`src/rtl/div_sequencer_pkg.sv`:
```
// Shared definitions for the EX-stage divide sequencer: ALU control codes and FSM states.
package div_sequencer_pkg;

  localparam int unsigned AluCtrlW = 8;

  localparam logic [AluCtrlW-1:0] EXE_DIV_OP  = 8'h1a;
  localparam logic [AluCtrlW-1:0] EXE_DIVU_OP = 8'h1b;

  typedef enum logic [1:0] {
    StIdle = 2'b00,
    StBusy = 2'b01,
    StDone = 2'b10
  } div_state_e;

endpackage

```
`src/rtl/div_core.sv`:
```
// Restoring radix-2 divide datapath: one shift-subtract step per step_i on unsigned operands.
module div_core #(
  parameter int unsigned WIDTH = 32
) (
  input  logic             clk_i,
  input  logic             rst_ni,
  input  logic             load_i,
  input  logic             step_i,
  input  logic [WIDTH-1:0] dividend_i,
  input  logic [WIDTH-1:0] divisor_i,
  output logic [WIDTH-1:0] rem_next_o,
  output logic [WIDTH-1:0] quo_next_o
);

  logic [WIDTH-1:0] rem_q, rem_d;
  logic [WIDTH-1:0] quo_q, quo_d;
  logic [WIDTH-1:0] dvs_q, dvs_d;
  logic [WIDTH:0]   trial;
  logic [WIDTH:0]   diff;

  // The partial remainder stays below the divisor, so bit WIDTH of diff is a clean borrow flag.
  always_comb begin
    trial = {rem_q, quo_q[WIDTH-1]};
    diff  = trial - {1'b0, dvs_q};
    if (diff[WIDTH]) begin
      rem_next_o = trial[WIDTH-1:0];
      quo_next_o = {quo_q[WIDTH-2:0], 1'b0};
    end else begin
      rem_next_o = diff[WIDTH-1:0];
      quo_next_o = {quo_q[WIDTH-2:0], 1'b1};
    end
  end

  always_comb begin
    rem_d = rem_q;
    quo_d = quo_q;
    dvs_d = dvs_q;
    if (load_i) begin
      rem_d = '0;
      quo_d = dividend_i;
      dvs_d = divisor_i;
    end else if (step_i) begin
      rem_d = rem_next_o;
      quo_d = quo_next_o;
    end
  end

  always_ff @(posedge clk_i or negedge rst_ni) begin
    if (!rst_ni) begin
      rem_q <= '0;
      quo_q <= '0;
      dvs_q <= '0;
    end else begin
      rem_q <= rem_d;
      quo_q <= quo_d;
      dvs_q <= dvs_d;
    end
  end

endmodule

```
`src/rtl/div_sequencer.sv`:
```
// EX-stage divide controller: captures operands, stalls the pipe while dividing and
// presents the sign-corrected remainder (hi) / quotient (lo) pair for the HI/LO write.
module div_sequencer
  import div_sequencer_pkg::*;
#(
  parameter int unsigned WIDTH  = 32,
  parameter int unsigned CTRL_W = 8
) (
  input  logic              clk,
  input  logic              rst,
  input  logic [CTRL_W-1:0] alucontrolE,
  input  logic [WIDTH-1:0]  srcaE,
  input  logic [WIDTH-1:0]  srcbE,
  input  logic              annul,
  input  logic              hold,
  output logic              stall_div,
  output logic              result_valid,
  output logic [WIDTH-1:0]  hi_o,
  output logic [WIDTH-1:0]  lo_o
);

  localparam int unsigned CntW = $clog2(WIDTH);
  localparam logic [CntW-1:0] LastStep = CntW'(WIDTH - 1);

  div_state_e       state_q, state_d;
  logic [CntW-1:0]  cnt_q, cnt_d;
  logic             neg_quo_q, neg_quo_d;
  logic             neg_rem_q, neg_rem_d;
  logic [WIDTH-1:0] hi_q, hi_d;
  logic [WIDTH-1:0] lo_q, lo_d;

  logic             is_div, is_signed, start;
  logic             core_load, core_step;
  logic [WIDTH-1:0] abs_a, abs_b;
  logic [WIDTH-1:0] rem_next, quo_next;

  assign is_signed = (alucontrolE == CTRL_W'(EXE_DIV_OP));
  assign is_div    = is_signed | (alucontrolE == CTRL_W'(EXE_DIVU_OP));
  assign start     = (state_q == StIdle) & is_div & ~annul;

  // |0x80000000| wraps to itself, which the unsigned core handles correctly.
  assign abs_a = (is_signed & srcaE[WIDTH-1]) ? -srcaE : srcaE;
  assign abs_b = (is_signed & srcbE[WIDTH-1]) ? -srcbE : srcbE;

  div_core #(
    .WIDTH (WIDTH)
  ) u_core (
    .clk_i      (clk),
    .rst_ni     (rst),
    .load_i     (core_load),
    .step_i     (core_step),
    .dividend_i (abs_a),
    .divisor_i  (abs_b),
    .rem_next_o (rem_next),
    .quo_next_o (quo_next)
  );

  always_comb begin
    state_d   = state_q;
    cnt_d     = cnt_q;
    neg_quo_d = neg_quo_q;
    neg_rem_d = neg_rem_q;
    hi_d      = hi_q;
    lo_d      = lo_q;
    core_load = 1'b0;
    core_step = 1'b0;
    unique case (state_q)
      StIdle: begin
        if (start) begin
          neg_quo_d = is_signed & (srcaE[WIDTH-1] ^ srcbE[WIDTH-1]);
          neg_rem_d = is_signed & srcaE[WIDTH-1];
          cnt_d     = '0;
          if (srcbE == '0) begin
            state_d = StDone;
            lo_d    = '1;
            hi_d    = srcaE;
          end else begin
            state_d   = StBusy;
            core_load = 1'b1;
          end
        end
      end
      StBusy: begin
        if (annul) begin
          state_d = StIdle;
        end else begin
          core_step = 1'b1;
          cnt_d     = cnt_q + 1'b1;
          if (cnt_q == LastStep) begin
            state_d = StDone;
            hi_d    = neg_rem_q ? -rem_next : rem_next;
            lo_d    = neg_quo_q ? -quo_next : quo_next;
          end
        end
      end
      StDone: begin
        if (annul || !hold) state_d = StIdle;
      end
      default: state_d = StIdle;
    endcase
  end

  always_ff @(posedge clk or negedge rst) begin
    if (!rst) begin
      state_q   <= StIdle;
      cnt_q     <= '0;
      neg_quo_q <= 1'b0;
      neg_rem_q <= 1'b0;
      hi_q      <= '0;
      lo_q      <= '0;
    end else begin
      state_q   <= state_d;
      cnt_q     <= cnt_d;
      neg_quo_q <= neg_quo_d;
      neg_rem_q <= neg_rem_d;
      hi_q      <= hi_d;
      lo_q      <= lo_d;
    end
  end

  // An annulled instruction must never write HI/LO, even in its DONE cycle.
  assign stall_div    = start | (state_q == StBusy);
  assign result_valid = (state_q == StDone) & ~annul;
  assign hi_o         = hi_q;
  assign lo_o         = lo_q;

endmodule

```
`config.mk`:
```
export PLATFORM = sky130hd
export DESIGN_NAME = div_sequencer
export DESIGN_NICKNAME = d
export VERILOG_FILES = /design/src/rtl/div_sequencer_pkg.sv /design/src/rtl/div_core.sv /design/src/rtl/div_sequencer.sv
export SDC_FILE = /design/constraint.sdc
export NUM_CORES = 1
export LEC_CHECK = 0
export ABC_AREA = 1
export CAP_MARGIN = 15
export CORE_UTILIZATION = 50
export DETAILED_ROUTE_END_ITERATION = 10
export DONT_BUFFER_PORTS = 1
export PLACE_DENSITY = 0.66
export SLEW_MARGIN = 25
export SYNTH_ARGS = -nofsm -noshare
export SYNTH_HDL_FRONTEND = slang
export SYNTH_HIERARCHICAL = 1
export SYNTH_SLANG_ARGS = --single-unit
```
`constraint.sdc`:
```
create_clock -name clk -period 8.15 [get_ports clk]
set_input_delay 2.445 -clock clk [delete_from_list [all_inputs] [get_ports clk]]
set_output_delay 2.445 -clock clk [all_outputs]
set_load 0.01 [all_outputs]
```
==> reports/metrics.yaml, run 1 <==
sta:
  hold_viol: 0
  drv_slew: 0
  finalCritPeriodShare_pct: 68.5
  rsz0062_at_grt: "no"
  relSlewSlack_pct: 37.8
  max_freq_mhz: 179
  fin_skew_ns: 0.00773
  post-route-min-period_ns: 5.58
  hold_slack_ns: 0.504
  finalSetupViolations: 0
  finalSetupTns_ns: 0
  tightest_slew_ns: 0.931
power:
  vdd_drop_max_uv: 125
  p_switching_w: 0.000677
  comb_power_share_pct: 15.8
  p_leak_nw: 8.20
  powerDensity_nw_per_um2: 142
  power_frac_clock_pct: 38.4
  total_power_w: 0.00211
  internal_power_w: 0.00143
  seq_power_share_pct: 45.8
  p_sw_share_pct: 32.1
yosys:
  async_flop_share_pct: 100
  syn_nets: 2453
  synth_most_common_cell: "nand2_1"
  synthTopCellsByCount: "nand2_1 (843), inv_1 (329), nor2_1 (251)"
  yosys-top-cells-area: "dfrtp_1 (30%), nand2_1 (22%), inv_1 (8.6%), nor2_1 (6.6%), nand3_1 (5.8%)"
  yosysTopAreaCellShare_pct: 29.5
  ys_ff_latch: 169
  syn_area_um2: 14300
  synth_cell_type_count: 47
  netlist_instances: 2338
  synth_edf_count: 0
  synth_top_flop_cell: "dfrtp_1"
  ys_seq_area_share_pct: 29.5
  synth_top_area_cell: "dfrtp_1"
  ys_warn_count: 6
  avgSynthCellArea_um2: 6.13
clocking:
  cts.sinks: 169
  insertion_delay_ns: 0.45
  clock_path_buffers: 2
  post_cts_buffers: 0
  hold_buffers: 0
  numCtsBuffers: 17
  htreeDepth: 4
  cts_tree: "done"
  clk_pin_slew_worst_paths_ns: 0.07
  cts-resized-gates: 0
  root_buffer: "clkbuf_16"
critical_path:
  cp.required_ns: 5.71
  critPathMaxFanout: 9
  cp_cell_sequence: "inv_1, nand2_1, nor2_1, nand3_2, nand2_1"
  cp_top_family: "simple AND/OR/NAND/NOR gates"
  slowest_delay_ns: 0.25
  r2r_start: "u_core/quo_q[31]"
  timing.critical_path.buf_inv: 1
  critPathLaunchType: "input port"
  startpoint: "alucontrolE[2]"
  path_class: "in2out"
  worstPathArrival_ns: 3.14
  slowest_stage: "nand3_2"
  crit_path_frequent_cell: "nand2_1"
  crit_path_end_kind: "output port"
grt:
  grt_pass1_wl_mm: 66.7
  gr-total-overflow: 0
  grt_max_degree: 170
  antenna_found_initial: 0
  track_usage_pct: 29.4
  grt_pass1_vias: 13105
final_layout:
  multi_input_area_um2: 8220
  nFillCells: 2955
  final_cell_area_um2: 14900
  fin_nets: 2387
  drive_gt1_share_pct: 4.55
  diodes: 0
  area_growth_syn_to_layout_pct: 3.77
  fin_util_pct: 53.1
  register_area_um2: 4230
floorplanning:
  design.core.area_um2: 28000
  pin_count: 142
  num_rows: 61
  die-height_um: 171
  die_w_um: 171
  start_util_pct: 51.2
  die_area_um2: 29400
drt:
  via_per_inst: 5.17
  wl_per_cell_um: 15.8
  wl_mm: 42.0
  antenna_left: 0
  firstDrtPassIters: 5
  drtIter0Drc: 763
  drc: 0
  vias: 13774
placement:
  routabilityCongestion: 0.951
  place_area_um2: 14300
  port_buffers: 0
  hpwl_mm: 33.1
outcome:
  status: "finished clean"
min_path:
  hp-class: "reg2reg"
  worstHoldStart: "cnt_q[4]"
job:
  maxCapViolCount: 0
logic make-up after synthesis:
| logic type | share of synthesized area [%] |
|---|---|
| AO/OA/AOI/OAI | 9.34 |
| multiplexers | 0.0785 |
| AND/OR/NAND/NOR | 40.3 |
| buffers and inverters | 13.2 |
| flip-flops | 29.5 |
| XOR/XNOR | 4.09 |
| adder cells (fa/ha/maj) | 3.46 |
worst min-delay path, stage by stage, from the launching register on:
cell and delay [ns]:
dfrtp_1 0.36, nand2_1 0.06, nand2_1 0.05
power by group through the flow:
| stage | clock network [W] | registers [W] | logic, W |
|---|---|---|---|
| detailed placement | 0 | 0.000982 | 0.000330 |
| finish | 0.000810 | 0.000967 | 0.000334 |
| floorplan | 0 | 0.000943 | 0.000329 |
| global placement | 0 | 0.000981 | 0.000323 |
| CTS | 0.000828 | 0.000965 | 0.000332 |
| global route | 0.000860 | 0.000976 | 0.000378 |
placed cells by master, fill, tap and decap left out, types with 2 or more instances in the layout:
master	n
a21oi_1	69
a21oi_2	2
a22oi_1	2
and2_1	31
buf_4	12
clkbuf_16	17
clkinv_4	3
dfrtp_1	169
ha_1	38
inv_1	329
inv_2	10
inv_6	4
inv_8	6
nand2_1	843
nand2_2	29
nand2_4	2
nand3_1	165
nand3b_1	8
nand4_1	33
nor2_1	248
nor2_2	7
nor2_4	5
nor3_1	13
nor4_1	2
o211ai_1	3
o21a_1	2
o21ai_0	101
o21ai_1	15
o21bai_1	4
o221ai_1	28
o22ai_1	3
xnor2_1	23
xor2_1	44
flip-flops by register name, summed over array words and instances (netlist names):
| name | flops |
|---|---|
| u_core/rem_q | 32 |
| state_q | 2 |
| u_core/dvs_q | 32 |
| u_core/quo_q | 32 |
| hi_o | 32 |
| lo_o | 32 |
| neg_quo_q | 1 |
| neg_rem_q | 1 |
| cnt_q | 5 |
cell type report:
cell class | instances | area share (%)
flip-flops and latches | 169 | 28.4
well taps | 378 | 3.18
clock inverters | 15 | 1.03
multi-input cells | 1731 | 55.3
inverters | 341 | 8.61
repair buffers | 12 | 0.606
clock buffers | 17 | 2.86
layer usage:
layer	share of wire (%)	up-vias	GRT usage, %
met5	0	-	0
met4	3.8	0	13.8
met3	4.1	83	5.18
met2	50	319	53.0
met1	42	6242	33.6
li1	-	7130	-
final timing paths:
kind	end	slack, ns	cells past startpoint
setup / recovery	stall_div	2.57	5
hold / removal	cnt_q[4]	0.50	2
setup reg to reg	hi_o[14]	3.52	25
hold reg to reg	cnt_q[4]	0.50	2
max in group asynchronous	lo_o[24]	6.18	0
min in group asynchronous	lo_o[23]	1.69	0
per-stage QoR:
step                      setup slack, ns  cells
after CTS                            2.58   2663
after global routing                 2.46   2663
after floorplan                      2.75   2338
final                                2.57   2663
after global placement               2.60   2631
after detailed placement             2.59   2631
No activity file was read; power rests on OpenSTA's default activity.
==> run 2, diff against run 1 <==
Settings changed: PLACE_DENSITY 0.66 to 0.69.
Clock period 8.15 ns to 4.7 ns, I/O delays scaled along.
==> run 2 against run 1 <==
Effect of this change: clock power up 69%; register-to-register slack worse by 2.8 ns; critical path depth up 21; first-iteration DRC count is 29% higher; sequential share of layout area hardly changed; design area shrank 0.13%; power rose by 72%; sequential power is 75% higher; die area unchanged; utilization fell by 0.067 points; global-route usage grew 0.31 points; sequential cell count is the same.
==> reports/metrics.yaml, run 2 (synthesis results as in run 1) <==
placement:
  port_buffers: 0  # unchanged
  hpwl_mm: 32.7  # -0.96%
  pre_cts_ws_ns: 0.677  # -1.91 ns
  routabilityCongestion: 0.993  # +4.4%
  place_area_um2: 14300  # about the same
sta:
  finalSetupTns_ns: 0  # unchanged
  relSlewSlack_pct: 32.2  # -5.7 points
  finalSetupViolations: 0  # unchanged
  post-route-min-period_ns: 4.02
  fin_skew_ns: 0.0146  # +0.00688 ns
  max_freq_mhz: 249
  hold_viol: 0  # unchanged
  layout_setup_ws_ns: 0.679  # -1.89 ns
  rsz0062_at_grt: "no"
  finalCritPeriodShare_pct: 85.5
  drv_slew: 0  # unchanged
  tightest_slew_ns: 1.02  # +0.0852 ns
critical_path:
  critPathMaxFanout: 33  # +24
  r2r_slack_ns: 0.68  # -2.84 ns
  crit_path_frequent_cell: "nand2_1"
  r2r_start: "u_core/quo_q[31]"
  slowest_delay_ns: 0.42  # +0.17 ns
  reg2regPathDepth: 26  # +4.0%
  critPathLaunchType: "flip-flop"
  timing.rr.end: "hi_o[16]"
  worstPathArrival_ns: 4.36  # +1.22 ns
  slowest_stage: "fa_1"
  crit_path_end_kind: "flip-flop"
  cp.required_ns: 5.04  # -0.67 ns
  path_class: "reg2reg"
power:
  internal_power_w: 0.00247  # +72%
  comb_power_share_pct: 15.8  # about the same
  powerDensity_nw_per_um2: 245  # +72%
  p_switching_w: 0.00116  # +72%
  p_sw_share_pct: 32.0  # -0.075 points
  seq_power_share_pct: 46.4  # +0.6 points
  power_frac_clock_pct: 37.8  # -0.6 points
  vdd_drop_max_uv: 257  # +110%
  p_leak_nw: 8.17  # -0.29%
job:
  maxCapViolCount: 0  # unchanged
final_layout:
  multi_input_area_um2: 8220  # unchanged
  final_common_cell: "nand2_1"
  nFillCells: 2923  # -1.1%
  area_growth_syn_to_layout_pct: 3.64
  register_area_um2: 4230  # unchanged
  final_cell_area_um2: 14900  # -0.13%
  fin_nets: 2386  # -0.042%
  layout_common_cells: "nand2_1 (843), inv_1 (329), nor2_1 (248)"
  diodes: 0  # unchanged
  drive_gt1_share_pct: 4.51  # -0.042 points
floorplanning:
  die_area_um2: 29400  # unchanged
  num_rows: 61  # unchanged
  start_util_pct: 51.2  # unchanged
  die-height_um: 171  # unchanged
  pin_count: 142  # unchanged
  die_w_um: 171  # unchanged
  design.core.area_um2: 28000  # unchanged
clocking:
  root_buffer: "clkbuf_16"
  numCtsBuffers: 17  # unchanged
  cts.sinks: 169  # unchanged
  htreeDepth: 4  # unchanged
  post_cts_buffers: 0  # unchanged
  cts-resized-gates: 0  # unchanged
  clock_path_buffers: 2  # unchanged
  insertion_delay_ns: 0.45  # about the same
  clk_pin_slew_worst_paths_ns: 0.07  # about the same
  hold_buffers: 0  # unchanged
  cts_tree: "done"
drt:
  antenna_left: 0  # unchanged
  via_per_inst: 5.29  # +2.2%
  drtIter0Drc: 988  # +29%
  wl_mm: 41.9  # -0.23%
  drc: 0  # unchanged
  wl_per_cell_um: 15.7  # -0.19%
  vias: 14071  # +2.2%
  firstDrtPassIters: 6  # +1
grt:
  grt_pass1_wl_mm: 67.6  # +1.3%
  grt_util_met1_pct: 34.9  # +1.2 points
  track_usage_pct: 29.7  # +0.31 points
  use_met3_pct: 5.38  # +0.21 points
  grt_max_degree: 170  # unchanged
  grt_busiest_layer: "met2"
  grt_pass1_vias: 13273  # +1.3%
  gr-total-overflow: 0  # unchanged
  antenna_found_initial: 0  # unchanged
  grtUsageMet2_pct: 51.9  # -1.1 points
min_path:
  hp-class: "reg2reg"
  worstHoldEndpoint: "cnt_q[4]"
  worstHoldPathCells: 2  # unchanged
  worstHoldStart: "cnt_q[4]"
outcome:
  status: "finished clean"
run 2: per-layer routing:
metal / part of all wire, % / vias up
met5: 0 / -
met4: 4.6 / 0
met3: 5.9 / 96
met2: 49 / 412
met1: 41 / 6440
li1: - / 7123
run 2: final cells by class:
cell class | instances | area share [%]
inverters | 341 | 8.62
clock buffers | 17 | 2.86
flip-flops and latches | 169 | 28.5
clock inverters | 15 | 0.867
multi-input cells | 1731 | 55.4
repair buffers | 11 | 0.640
well taps | 378 | 3.18
run 2: power groups by stage:
stage / Combinational (W) / Sequential (W) / Clock [W]
global placement: 0.000557 / 0.00171 / 0
detailed placement: 0.000568 / 0.00171 / 0
floorplan: 0.000570 / 0.00163 / 0
global route: 0.000654 / 0.00170 / 0.00146
CTS: 0.000571 / 0.00168 / 0.00140
finish: 0.000576 / 0.00169 / 0.00137
run 2: metrics by stage:
step	std cells	hold slack, ns	util [%]	total power [W]
4_1_cts	2662	0.505	53.0	0.00365
3_3_place_gp	2630	0.474	51.1	0.00226
6_report	2662	0.501	53.0	0.00364
2_1_floorplan	2338	0.456	-	0.00220
5_1_grt	2662	0.521	53.0	0.00381
3_5_place_dp	2630	0.485	51.1	0.00228
run 2: worst max-delay path: cells and delay by family (launching register included):
family / cells / cell delay, ns
xor gates and xnor gates: 1 / 0.15
adders and majority gates: 3 / 0.76
buffers and inverters: 3 / 0.32
DFF: 1 / 0.36
and+or+nand+nor: 19 / 2.31
run 2: worst max path at each step:
stage                     startpoint       end  slack, ns  depth (start not counted)
finish              u_core/quo_q[31]  hi_o[16]       0.68                         26
global route        u_core/quo_q[31]  hi_o[16]       0.29                         26
CTS                 u_core/quo_q[31]  hi_o[20]       0.65                         25
detailed placement  u_core/quo_q[31]  hi_o[20]       0.68                         25
global placement    u_core/quo_q[31]  hi_o[20]       0.80                         25
floorplan           u_core/quo_q[31]  hi_o[16]       1.32                         27
